===== src/rtl/fetch_pkg.sv =====
// rtl/fetch_pkg.sv - shared types and constants for the instruction-fetch controller
// Purpose: instruction width, PC increment, fetch-queue entry type and FSM state type.
// Ports: none (package).
package fetch_pkg;

  localparam int          INSTR_W = 32;
  localparam logic [31:0] PC_INC  = 32'd4;

  typedef struct packed {
    logic [31:0]        pc;
    logic [INSTR_W-1:0] instr;
  } fq_entry_t;

  typedef enum logic {
    FETCH = 1'b0,
    HALT  = 1'b1
  } fetch_state_e;

endpackage


===== src/rtl/fetch_queue.sv =====
// rtl/fetch_queue.sv - circular FIFO of fetched {pc, instr} entries
// Purpose: holds fetched instructions between the PC logic and decode.
// Ports:
//   clk, rst      clock, synchronous active-high reset (clears storage)
//   flush         drop all entries (wins over push/pop)
//   push, push_entry   enqueue one entry (caller guarantees space or a same-cycle pop)
//   pop           dequeue the head (caller guarantees non-empty)
//   head          entry at the read pointer
//   count         current occupancy, 0..DEPTH
module fetch_queue
  import fetch_pkg::*;
#(
  parameter int DEPTH = 4
) (
  input  logic                     clk,
  input  logic                     rst,
  input  logic                     flush,
  input  logic                     push,
  input  fq_entry_t                push_entry,
  input  logic                     pop,
  output fq_entry_t                head,
  output logic [$clog2(DEPTH):0]   count
);

  localparam int PW = $clog2(DEPTH);

  fq_entry_t         mem_q [DEPTH];
  logic [PW-1:0]     wr_q, rd_q;
  logic [PW:0]       cnt_q;

  // DEPTH is a power of two, so the pointers wrap by natural overflow.
  always_ff @(posedge clk) begin
    if (rst) begin
      wr_q  <= '0;
      rd_q  <= '0;
      cnt_q <= '0;
      for (int i = 0; i < DEPTH; i++) begin
        mem_q[i] <= '0;
      end
    end else if (flush) begin
      wr_q  <= '0;
      rd_q  <= '0;
      cnt_q <= '0;
    end else begin
      if (push) begin
        mem_q[wr_q] <= push_entry;
        wr_q        <= wr_q + PW'(1);
      end
      if (pop) begin
        rd_q <= rd_q + PW'(1);
      end
      case ({push, pop})
        2'b10:   cnt_q <= cnt_q + (PW+1)'(1);
        2'b01:   cnt_q <= cnt_q - (PW+1)'(1);
        default: cnt_q <= cnt_q;
      endcase
    end
  end

  assign head  = mem_q[rd_q];
  assign count = cnt_q;

endmodule


===== src/rtl/fetch_ctrl.sv =====
// rtl/fetch_ctrl.sv - instruction-fetch controller: PC, fetch FSM, redirect and halt handling
// Purpose: fetches one word per cycle from a combinational imem into fetch_queue and
//   presents it to decode with a valid/ready handshake.
// Optional feature: define FETCH_ALIGN_CHECK_EN to flag misaligned redirects
//   (sticky misalign_err, FSM held in HALT until an aligned redirect).
// Ports:
//   clk, rst                  clock, synchronous active-high reset
//   imem_addr / imem_data     instruction memory byte address (= PC) / returned word
//   redirect_valid/_pc        flush + new PC from execute
//   halt                      level request to stop fetching
//   out_valid/_instr/_pc/_ready   decode handshake on the queue head
//   fq_count                  queue occupancy
//   misalign_err              sticky misaligned-redirect flag (0 when feature disabled)
module fetch_ctrl
  import fetch_pkg::*;
#(
  parameter logic [31:0] RESET_PC = 32'h0000_0000,
  parameter int          FQ_DEPTH = 4
) (
  input  logic                       clk,
  input  logic                       rst,
  output logic [31:0]                imem_addr,
  input  logic [31:0]                imem_data,
  input  logic                       redirect_valid,
  input  logic [31:0]                redirect_pc,
  input  logic                       halt,
  output logic                       out_valid,
  output logic [31:0]                out_instr,
  output logic [31:0]                out_pc,
  input  logic                       out_ready,
  output logic [$clog2(FQ_DEPTH):0]  fq_count,
  output logic                       misalign_err
);

  localparam int CW = $clog2(FQ_DEPTH) + 1;

  fetch_state_e state_q, state_d;
  logic [31:0]  pc_q, pc_d;
  logic         pop, push;
  logic         misaligned;
  logic         lock;
  fq_entry_t    head, push_entry;

  assign out_valid = (fq_count != '0);
  assign pop       = out_valid & out_ready;
  // A full queue still accepts a push when the head leaves in the same cycle.
  assign push      = (state_q == FETCH) & ~redirect_valid &
                     ((fq_count < CW'(FQ_DEPTH)) | pop);

`ifdef FETCH_ALIGN_CHECK_EN
  logic err_q, lock_q;

  assign misaligned = redirect_valid & (redirect_pc[1:0] != 2'b00);

  // lock_q keeps the FSM in HALT after a misaligned redirect; only an aligned
  // redirect clears it. err_q is sticky until reset.
  always_ff @(posedge clk) begin
    if (rst) begin
      err_q  <= 1'b0;
      lock_q <= 1'b0;
    end else if (redirect_valid) begin
      lock_q <= misaligned;
      if (misaligned) begin
        err_q <= 1'b1;
      end
    end
  end

  assign lock         = lock_q;
  assign misalign_err = err_q;
`else
  assign misaligned   = 1'b0;
  assign lock         = 1'b0;
  assign misalign_err = 1'b0;
`endif

  always_comb begin
    state_d = state_q;
    pc_d    = pc_q;
    if (redirect_valid) begin
      pc_d    = redirect_pc & ~32'h0000_0003;
      state_d = misaligned ? HALT : FETCH;
    end else begin
      if (push) begin
        pc_d = pc_q + PC_INC;
      end
      if (state_q == FETCH) begin
        if (halt) begin
          state_d = HALT;
        end
      end else begin
        if (!halt && !lock) begin
          state_d = FETCH;
        end
      end
    end
  end

  always_ff @(posedge clk) begin
    if (rst) begin
      state_q <= FETCH;
      pc_q    <= RESET_PC;
    end else begin
      state_q <= state_d;
      pc_q    <= pc_d;
    end
  end

  assign push_entry = '{pc: pc_q, instr: imem_data};

  fetch_queue #(
    .DEPTH (FQ_DEPTH)
  ) u_fq (
    .clk        (clk),
    .rst        (rst),
    .flush      (redirect_valid),
    .push       (push),
    .push_entry (push_entry),
    .pop        (pop),
    .head       (head),
    .count      (fq_count)
  );

  assign imem_addr = pc_q;
  assign out_instr = head.instr;
  assign out_pc    = head.pc;

endmodule


===== config.mk =====
export PLATFORM = sky130hd
export DESIGN_NAME = fetch_ctrl
export DESIGN_NICKNAME = d
export VERILOG_FILES = /design/src/rtl/fetch_pkg.sv /design/src/rtl/fetch_queue.sv /design/src/rtl/fetch_ctrl.sv
export SDC_FILE = /design/constraint.sdc
export NUM_CORES = 1
export LEC_CHECK = 0
export BUFFER_PORTS_ARGS = -buffer_cell sky130_fd_sc_hd__buf_2
export CAP_MARGIN = 15
export CORE_MARGIN = 4
export CORE_UTILIZATION = 45
export DETAILED_ROUTE_END_ITERATION = 16
export GPL_TIMING_DRIVEN = 0
export PLACE_DENSITY = 0.66
export SYNTH_ARGS = -nofsm -noshare
export SYNTH_HDL_FRONTEND = slang
export SYNTH_SLANG_ARGS = --single-unit

===== constraint.sdc =====
create_clock -name clk -period 7.2 [get_ports clk]
set_clock_uncertainty 0.2 [all_clocks]
set_input_delay 1.44 -clock clk [delete_from_list [all_inputs] [get_ports clk]]
set_output_delay 1.44 -clock clk [all_outputs]
set_load 0.01 [all_outputs]

==> out/results.txt, run 1 <==
Initial Utilization: 46.13%
sequential cell area fraction in the yosys report: 63.49%
H-tree depth: 1
core area: 0.02816 mm^2
layout net count: 1,160
Avg Synthesized Cell Area: 14.66 um^2
grt ovf: 0
RSZ-0062 raised after global routing: false
Worst VDD drop: 159.6 uV
DR vias: 7,916
post-synthesis mux area share: 10.75%
YS warnings: 0
Detailed Place HPWL: 20,440 um
Post-Synth Simple-Gate Area: 17.62%
post-layout min period: 4.196 ns
Fmax achieved: 238.3 MHz
top post-synthesis cells by area: edfxtp_1 57%, mux4_2 11%, and2_1 8.8%
routed wire length: 31,470 um
number of remaining DRC errors: 0
most frequent cell after synthesis: edfxtp_1
I/O Pins: 170
CP Data Required Time: 7.21 ns
Starting DRT DRC Count: 761
Post-synth EDFFs: 248
post-synthesis compound-gate area fraction: 2.234%
outcome: finished clean
max-slew headroom at the worst pin: 34.98%
ratio of final minimum period to clock period: 58.28%
post-synthesis register bit count: 288
Highest Signal Layer: met4
cts hold-fix bufs: 0
main combinational cell family by area after synthesis: simple AND/OR/NAND/NOR gates
Antenna Nets Post-Route: 0
Final Slew Violations: 0
async set-reset flop share out of synthesis: 0%
First-pass DRT Iterations: 5
slew of the pin with the lowest slew margin: 0.9711 ns
total global-route track usage: 19.81%
P per Cell Area: 245.5 mW/mm^2
FP Rows: 61
Static Leak: 5.981 nW
Yosys cell types: 52
root buffer cell: clkbuf_16
Core Util, Final: 54.72%
CTS resizes: 0
Hold WC Path Type: register to register
top cell type's share of synthesized area: 57.32%
Synth Instances: 886
Synth Area in Adders: 0.3467%
vias in the first global route: 8,228
Synth Area in XOR/XNOR: 2.225%
M1 WL: 13,220 um
CP Max Fanout: 43
share of cells above drive strength 1: 29.95%
count of final setup violators: 0
CTS Buf Count: 31
MaxCap Viol Count: 0
worst path arrival time: 4.21 ns
Die X: 177.9 um
clock sink count: 288
Design Area, Final: 0.01541 mm^2
TNS Setup: 0 ns
Die Y: 177.9 um
Vias/cell: 5.309
Final Hold Vio Count: 0
Clock Path Buffers: 3
CP endpoint kind: register
routed len/inst: 21.11 um
CTS tree: built
first-pass GRT wire length: 47,580 um
routed wl met2: 15,610 um
critical path class: primary input to register
cell area after synthesis: 0.01299 mm^2
worst skew pair latency: 0.54 ns
IO buf count: 160
CP startpoint kind: primary input
Die ar.: 0.03165 mm^2
post-synth top area cell: edfxtp_1
WL met3: 2225 um
largest net degree at the start of global routing: 52
postcts setup bufs: 0
area grow syn2layout: 18.63%
GPL Wtd Cong: 0.7596
Clock transition at path regs: 0.06 ns
Post-synth top cells: 248 x edfxtp_1, 182 x and2_1, 62 x mux4_2, 60 x and3_1, 47 x clkbuf_1
Placed Area: 0.01443 mm^2
Primary FF master, synth: edfxtp_1
antenna violations before repair: 0
==> layout make-up <==
type,count,area (um^2)
multi-input cells,518,4353
plain buffers,75,396.6
clock buffers,42,857.1
inverters,9,33.78
clock inverters,15,123.9
repair buffers,165,923.4
well taps,378,473.0
diodes,1,2.502
flip-flops and latches,288,8248
fillers,2333,12750
==> stage by stage <==
step	power, mW	hold WS, ns	cells	worst slack, ns
final	3.783	0.3420	1491	3.004
after global routing	3.912	0.3928	1490	2.860
after CTS	3.817	0.3411	1490	2.932
after detailed placement	2.296	0.3267	1433	2.452
after global placement	2.284	0.2982	1428	-1.134
after floorplan	2.144	0.2847	890	1.604
==> layout by cell type, fill, tap and decap left out, types with 6 or more instances in the layout <==
master     count
and2_1       182
xnor2_1       22
nand2_1       30
clkbuf_8       9
nand4_1        6
clkinv_2       6
nor2_1        28
and3_1        60
buf_2        171
nor4_1         8
nor3_2         8
a211oi_1      12
nor3_1         6
inv_1          9
dfxtp_1       40
a21oi_1       15
mux4_2        62
xor2_1        11
clkbuf_16     31
clkinv_1       6
buf_4          6
clkbuf_1      54
edfxtp_1     248
==> where the power goes <==
part | switching (mW) | total [mW] | internal (mW) | leakage (nW)
logic | 0.180 | 0.309 | 0.129 | 2.59
clock network | 0.627 | 1.53 | 0.900 | 0.486
registers | 0.0424 | 1.95 | 1.90 | 2.91
total | 0.849 | 3.78 | 2.93 | 5.98
==> registers in the layout (all words and copies together) (netlist names), named ones only <==
register,flops
state_q,1
u_fq.rd_q,2
imem_addr,30
u_fq.wr_q,2
u_fq.mem_q,248
u_fq.count,3
==> worst paths after layout <==
| check | from | to | slack, ns | cells past startpoint |
|---|---|---|---|---|
| hold / removal | u_fq.rd_q[1] | register | 0.34 | 2 |
| setup reg to reg | u_fq.count[2] | u_fq.mem_q[2][19] | 3.72 | 7 |
| hold reg to reg | u_fq.rd_q[1] | register | 0.34 | 2 |
| setup / recovery | redirect_valid | u_fq.mem_q[2][19] | 3.00 | 6 |
==> cells by family (layout without fill, tap and decap cells) <==
logic type,after synthesis,count (layout)
and+or+nand+nor,371,371
DFF,288,288
buffers and inverters,84,306
muxes,62,62
AOI/OAI and AO/OA,44,44
xor gates and xnor gates,33,33
adders and majority gates,3,3
other,1,6
==> per-layer routing <==
| metal | global-route usage [%] | vias up |
|---|---|---|
| met5 | 0 | - |
| met2 | 33.34 | 286 |
| met4 | 3.771 | 0 |
| met1 | 27.55 | 3905 |
| met3 | 3.323 | 35 |
| li1 | - | 3690 |
==> critical path, stage by stage <==
cell	delay, ns
clkbuf_1	0.21
nor2_1	0.59
nand2_2	0.26
nor3b_2	0.84
or2_4	0.52
buf_16	0.32
Power figures use the tool's default switching activity.
==> run 2: changes to the inputs <==
==> constraint.sdc (replaced) <==
create_clock -name clk -period 4.1 [get_ports clk]
set_clock_uncertainty 0.2 [all_clocks]
set_input_delay 0.82 -clock clk [delete_from_list [all_inputs] [get_ports clk]]
set_output_delay 0.82 -clock clk [all_outputs]
set_load 0.01 [all_outputs]
==> run 2 against run 1 <==
Count of clock-buffer cells in the layout did not move. Critical path depth down 2. Worst setup slack got worse by 2.5 ns. Register-to-register slack got worse by 3.1 ns. First-iteration DRC count fell by 19%. Core utilization up 0.071 points. Sequential share of layout area decreased by 0.069 points. Power grew 77%. Critical path type is now register to output port. Largest cell class unchanged. Largest power group unchanged. Highest routed layer unchanged.
==> out/results.txt, run 2 (synthesis gave the netlist of run 1 again) <==
Multi-input gate area: 0.004353 mm^2 (unchanged)
Static Leak: 5.993 nW (was 5.981 nW)
total global-route track usage: 20.34% (was 19.81%)
antenna violations before repair: 0 (unchanged)
ratio of final minimum period to clock period: 88.55%
number of remaining DRC errors: 0 (unchanged)
Vias/cell: 5.387 (was 5.309)
CTS resizes: 0 (unchanged)
Detailed Place HPWL: 20,990 um (was 20,440 um)
Starting DRT DRC Count: 620 (was 761)
CTS tree: built (unchanged)
first-pass GRT wire length: 48,590 um (was 47,580 um)
grt ovf: 0 (unchanged)
Design Area, Final: 0.01543 mm^2 (was 0.01541 mm^2)
most common cell after layout, fill and taps aside: edfxtp_1 (unchanged)
Fmax achieved: 275.5 MHz
area grow syn2layout: 18.78% (was 18.63%)
Final Slew Violations: 0 (unchanged)
Die X: 177.9 um (unchanged)
Placed Area: 0.01442 mm^2 (was 0.01443 mm^2)
worst skew pair latency: 0.56 ns (was 0.54 ns)
CP startpoint kind: register (was primary input)
RSZ-0062 raised after global routing: false (unchanged)
DR vias: 8,032 (was 7,916)
Die Y: 177.9 um (unchanged)
vias in the first global route: 8,408 (was 8,228)
First-pass DRT Iterations: 4 (was 5)
critical path class: register to output port (was primary input to register)
H-tree depth: 1 (unchanged)
layout net count: 1,160 (unchanged)
root buffer cell: clkbuf_16 (unchanged)
GPL Wtd Cong: 0.7740 (was 0.7596)
most frequent CP cell: buf_2
Worst VDD drop: 277.8 uV (was 159.6 uV)
P per Cell Area: 434.8 mW/mm^2 (was 245.5 mW/mm^2)
worst path arrival time: 2.61 ns (was 4.21 ns)
diode count: 0 (was 1)
CP Max Fanout: 10 (was 43)
max reg flops: 248 (unchanged)
largest net degree at the start of global routing: 52 (unchanged)
IO buf count: 160 (unchanged)
Register Area: 0.008248 mm^2 (unchanged)
Initial Utilization: 46.13% (unchanged)
clock sink count: 288 (unchanged)
count of final setup violators: 0 (unchanged)
core area: 0.02816 mm^2 (unchanged)
slowest cell delay on critical path: 0.61 ns (was 0.84 ns)
routed len/inst: 21.65 um (was 21.11 um)
slowest cell on the critical path: mux4_2 (was nor3b_2)
CP Data Required Time: 3.08 ns (was 7.21 ns)
MaxCap Viol Count: 0 (unchanged)
post-layout min period: 3.630 ns
Clock transition at path regs: 0.06 ns (about the same)
largest register by flop count: u_fq.mem_q (unchanged)
CTS Buf Count: 31 (unchanged)
FP Rows: 61 (unchanged)
I/O Pins: 170 (unchanged)
Filler cells: 2,358 (was 2,333)
max-slew headroom at the worst pin: 38.26% (was 34.98%)
cts hold-fix bufs: 0 (unchanged)
Die ar.: 0.03165 mm^2 (unchanged)
postcts setup bufs: 0 (unchanged)
CP endpoint kind: output port (was register)
worst path bufs/invs: 3 (was 2)
worst-path cell chain: clkbuf_1 -> buf_2 -> mux4_2 -> buf_2 (was clkbuf_1 -> nor2_1 -> nand2_2 -> nor3b_2 -> or2_4 -> buf_16)
routed wire length: 32,280 um (was 31,470 um)
Antenna Nets Post-Route: 0 (unchanged)
Clock Path Buffers: 3 (unchanged)
Core Util, Final: 54.79% (was 54.72%)
Hold WC Path Type: primary input to register (was register to register)
delay-heaviest family, CP: buffers and inverters (was simple AND/OR/NAND/NOR gates)
share of cells above drive strength 1: 30.19% (was 29.95%)
outcome: finished clean (unchanged)
TNS Setup: 0 ns (unchanged)
slew of the pin with the lowest slew margin: 0.9221 ns (was 0.9711 ns)
Final Hold Vio Count: 0 (unchanged)
most frequent cells in the layout: 248 x edfxtp_1, 182 x and2_1, 171 x buf_2 (unchanged)
[run 2: cell types whose count changed in the layout (fill, tap and decap cells not counted), sizes merged]
cell,previous run,this run
diode,1,0
clkinv,12,13
[run 2: final timing paths]
kind                               startpoint                end  slack (ns)  depth (start not counted)
worst max-delay path                 register         out_pc[18]        0.47                          4
worst min-delay path                     halt            state_q        0.30                          2
worst max register to register  u_fq.count[2]  u_fq.mem_q[0][26]        0.63                          8
worst min register to register   u_fq.rd_q[1]           register        0.34                          2
[run 2: per-stage QoR]
stage                     hold WS (ns)  power [mW]  instances  setup slack, ns
after floorplan                 0.2847       3.764        890           0.4376
after global placement          0.2985       4.010       1428           -1.198
after detailed placement        0.3299       4.035       1433          -0.1006
after CTS                       0.2868       6.764       1491           0.4237
after global routing            0.2991       6.940       1491           0.2862
final                           0.3032       6.710       1491           0.4696
[run 2: layout make-up]
type / instances / share of cell area [%]
Sequential cell: 288 / 53.45
Clock inverter: 16 / 0.8676
Inverter: 9 / 0.2189
Multi-Input combinational cell: 518 / 28.21
Buffer: 75 / 2.570
Tap cell: 378 / 3.065
Clock buffer: 42 / 5.684
Timing Repair Buffer: 165 / 5.935
[run 2: layer usage]
metal	vias up	part of all wire, %	track usage (%)
li1	3684	-	-
met2	287	49	33.97
met3	36	7.1	3.984
met5	-	0	0
met1	4025	43	28.13
met4	0	1.3	3.899
[run 2: power by group]
part           switching (mW)  internal [mW]
logic                   0.321          0.227
clock network            1.13           1.62
registers              0.0767           3.34
==> run 3: changes to the inputs <==
--- a/config.mk
+++ b/config.mk
@@ -5,6 +5,7 @@
 export SDC_FILE = /design/constraint.sdc
 export NUM_CORES = 1
 export LEC_CHECK = 0
+export ABC_AREA = 1
 export BUFFER_PORTS_ARGS = -buffer_cell sky130_fd_sc_hd__buf_2
 export CAP_MARGIN = 15
 export CORE_MARGIN = 4
==> run 3 against run 2 <==
Power decreased by 1.4%. Final area up 1.3%. Core utilization fell by 0.46 points. Register-to-register slack improved by 0.60 ns. Largest cell class unchanged. Sequential cell count did not move. Critical endpoint is now out_pc[22].
==> out/results.txt, run 3 <==
Detailed Place HPWL: 25,450 um (was 20,990 um)
Starting DRT DRC Count: 945 (was 620)
CP Data Required Time: 3.08 ns (about the same)
Hold Crit Start: u_fq.rd_q[1] (was halt)
MaxCap Viol Count: 0 (unchanged)
most frequent CP cell: clkbuf_1 (was buf_2)
grt ovf: 0 (unchanged)
worst-path cell chain: clkbuf_1 -> inv_1 -> clkbuf_1 -> o21ai_0 -> o22ai_1 -> buf_2 (was clkbuf_1 -> buf_2 -> mux4_2 -> buf_2)
Fin Hold WS: 0.2773 ns (was 0.3032 ns)
Design Area, Final: 0.01564 mm^2 (was 0.01543 mm^2)
Placed Instances: 1,926 (was 1,433)
async set-reset flop share out of synthesis: 0% (unchanged)
reg2reg setup slack: 1.23 ns (was 0.63 ns)
Static Leak: 6.210 nW (was 5.993 nW)
FP Rows: 62 (was 61)
root buffer cell: clkbuf_16 (unchanged)
Post-Synth Simple-Gate Area: 19.08% (was 17.62%)
Clock Path Buffers: 3 (unchanged)
Final Hold Vio Count: 0 (unchanged)
Fmax achieved: 269.5 MHz (was 275.5 MHz)
cell area after synthesis: 0.01314 mm^2 (was 0.01299 mm^2)
largest net degree at the start of global routing: 51 (was 52)
most frequent cell after synthesis: nor2_1 (was edfxtp_1)
post-synth top area cell: edfxtp_1 (unchanged)
share of cells above drive strength 1: 18.71% (was 30.19%)
H-tree depth: 1 (unchanged)
Register-to-Register Path Depth: 7 (was 8)
number of remaining DRC errors: 0 (unchanged)
Clock transition at path regs: 0.06 ns (about the same)
DR vias: 10,460 (was 8,032)
post-layout min period: 3.710 ns (was 3.630 ns)
YS warnings: 0 (unchanged)
reg-to-reg startpoint: u_fq.count[2] (unchanged)
I/O Pins: 170 (unchanged)
Vias/cell: 5.279 (was 5.387)
RSZ-0062 raised after global routing: false (unchanged)
Core Util, Final: 54.33% (was 54.79%)
antenna violations before repair: 0 (unchanged)
Hold WC Path Type: register to register (was primary input to register)
core area: 0.02878 mm^2 (was 0.02816 mm^2)
most frequent cells in the layout: 360 x nor2_1, 248 x edfxtp_1, 179 x buf_2 (was 248 x edfxtp_1, 182 x and2_1, 171 x buf_2)
Primary FF master, synth: edfxtp_1 (unchanged)
postcts setup bufs: 0 (unchanged)
end of the worst hold path: u_fq.rd_q[1] (was state_q)
worst skew pair latency: 0.56 ns (about the same)
Reg-to-Reg End: u_fq.mem_q[3][29] (was u_fq.mem_q[0][26])
Placed Area: 0.01470 mm^2 (was 0.01442 mm^2)
First-pass DRT Iterations: 5 (was 4)
CP Max Fanout: 10 (unchanged)
slew of the pin with the lowest slew margin: 0.9989 ns (was 0.9221 ns)
main combinational cell family by area after synthesis: simple AND/OR/NAND/NOR gates (unchanged)
Worst Slack Setup Final: 0.3899 ns (was 0.4696 ns)
max reg flops: 248 (unchanged)
total global-route track usage: 23.35% (was 20.34%)
Yosys cell types: 38 (was 52)
post-synthesis compound-gate area fraction: 10.90% (was 2.234%)
IO buf count: 162 (was 160)
Synth Area in Adders: 0.3429% (was 0.3467%)
outcome: finished clean (unchanged)
first-pass GRT wire length: 57,530 um (was 48,590 um)
vias in the first global route: 10,340 (was 8,408)
most common cell after layout, fill and taps aside: nor2_1 (was edfxtp_1)
TNS Setup: 0 ns (unchanged)
CP startpoint kind: register (unchanged)
Die Y: 178.9 um (was 177.9 um)
CTS Buf Count: 31 (unchanged)
largest register by flop count: u_fq.mem_q (unchanged)
top post-synthesis cells by area: edfxtp_1 57%, nor2_1 10%, o21ai_0 6.3% (was edfxtp_1 57%, mux4_2 11%, and2_1 8.8%)
diode count: 0 (unchanged)
routed wire length: 37,750 um (was 32,280 um)
Avg Synthesized Cell Area: 9.610 um^2 (was 14.66 um^2)
worst path arrival time: 2.69 ns (was 2.61 ns)
critical path class: register to output port (unchanged)
area grow syn2layout: 19.04% (was 18.78%)
Tot Pwr: 6.615 mW (was 6.710 mW)
count of final setup violators: 0 (unchanged)
Synth Instances: 1,367 (was 886)
Final Slew Violations: 0 (unchanged)
Post-synth top cells: 360 x nor2_1, 248 x edfxtp_1, 166 x o21ai_0, 158 x nand2_1, 113 x inv_1 (was 248 x edfxtp_1, 182 x and2_1, 62 x mux4_2, 60 x and3_1, 47 x clkbuf_1)
Post-synth EDFFs: 248 (unchanged)
Initial Utilization: 45.64% (was 46.13%)
CTS tree: built (unchanged)
sequential cell area fraction in the yosys report: 62.79% (was 63.49%)
pre-CTS setup slack: 0.5324 ns (was -0.1006 ns)
max-slew headroom at the worst pin: 33.40% (was 38.26%)
layout net count: 1,647 (was 1,160)
ratio of final minimum period to clock period: 90.49% (was 88.55%)
post-synthesis register bit count: 288 (unchanged)
slowest cell delay on critical path: 0.45 ns (was 0.61 ns)
number of stages on the worst hold path: 2 (unchanged)
Worst VDD drop: 345.9 uV (was 277.8 uV)
CTS resizes: 0 (unchanged)
CP endpoint kind: output port (unchanged)
top cell type's share of synthesized area: 56.69% (was 57.32%)
P per Cell Area: 423.0 mW/mm^2 (was 434.8 mW/mm^2)
routed len/inst: 19.05 um (was 21.65 um)
Synth Area in XOR/XNOR: 0.2667% (was 2.225%)
Die X: 178.9 um (was 177.9 um)
clock sink count: 288 (unchanged)
slowest cell on the critical path: clkbuf_1 (was mux4_2)
Die ar.: 0.03199 mm^2 (was 0.03165 mm^2)
final non-filler cell total: 1,982 (was 1,491)
Antenna Nets Post-Route: 0 (unchanged)
cts hold-fix bufs: 0 (unchanged)
post-synthesis mux area share: 0% (was 10.75%)
GPL Wtd Cong: 0.9483 (was 0.7740)
==> run 3: changes by cell type in the layout (fill, tap and decap cells not counted), sizes merged, moves of 14 or more <==
cell   delta
and3     -62
o21ai   +164
buf      +16
and2    -185
a21oi    +15
xnor2    -20
inv     +124
nand2   +129
nand3    +28
mux4     -62
nor3     -14
nor2    +362
o22ai    +57
==> run 3: kinds of logic after synthesis <==
logic type | Yosys count
adders and majority gates | 3
xor gates and xnor gates | 4
and+or+nand+nor | 591
other | 1
buffers and inverters | 213
AOI/OAI and AO/OA | 267
DFF | 288
==> run 3: area by class of cell <==
class	instances	area, um^2
plain buffers	79	364.1
clock buffers	42	817.0
clock inverters	14	118.9
fillers	2643	13140
inverters	134	503.0
multi-input cells	870	4076
flip-flops and latches	288	8248
well taps	384	480.5
repair buffers	171	1030
==> run 3: routing by layer <==
layer	global-route usage, %	routed length [um]
met5	0	0
met4	6.812	994
met3	3.775	3022
met2	38.59	17810
met1	32.00	15920
==> run 3: how the worst max path moves through the flow <==
stage | cells past startpoint | to | slack (ns)
floorplan | 6 | u_fq.mem_q[1][0] | 0.44
global placement | 8 | u_fq.mem_q[0][4] | -1.34
detailed placement | 8 | u_fq.mem_q[0][4] | 0.53
CTS | 6 | out_pc[21] | 0.45
global route | 6 | out_pc[21] | 0.34
finish | 6 | out_pc[22] | 0.39
==> run 3: report_power, final <==
| part | leakage, nW | total (mW) | switching (mW) | internal (mW) |
|---|---|---|---|---|
| clock | 0.461 | 2.63 | 1.12 | 1.51 |
| combinational | 2.85 | 0.589 | 0.400 | 0.188 |
| sequential | 2.90 | 3.39 | 0.0625 | 3.33 |
| total | 6.21 | 6.62 | 1.58 | 5.03 |
==> run 3: critical path: cells and delay by family, from the launching register on <==
kind,cells,cell delay (ns)
AOI/OAI and AO/OA,2,0.46
DFF,1,0.30
buffers and inverters,4,1.38
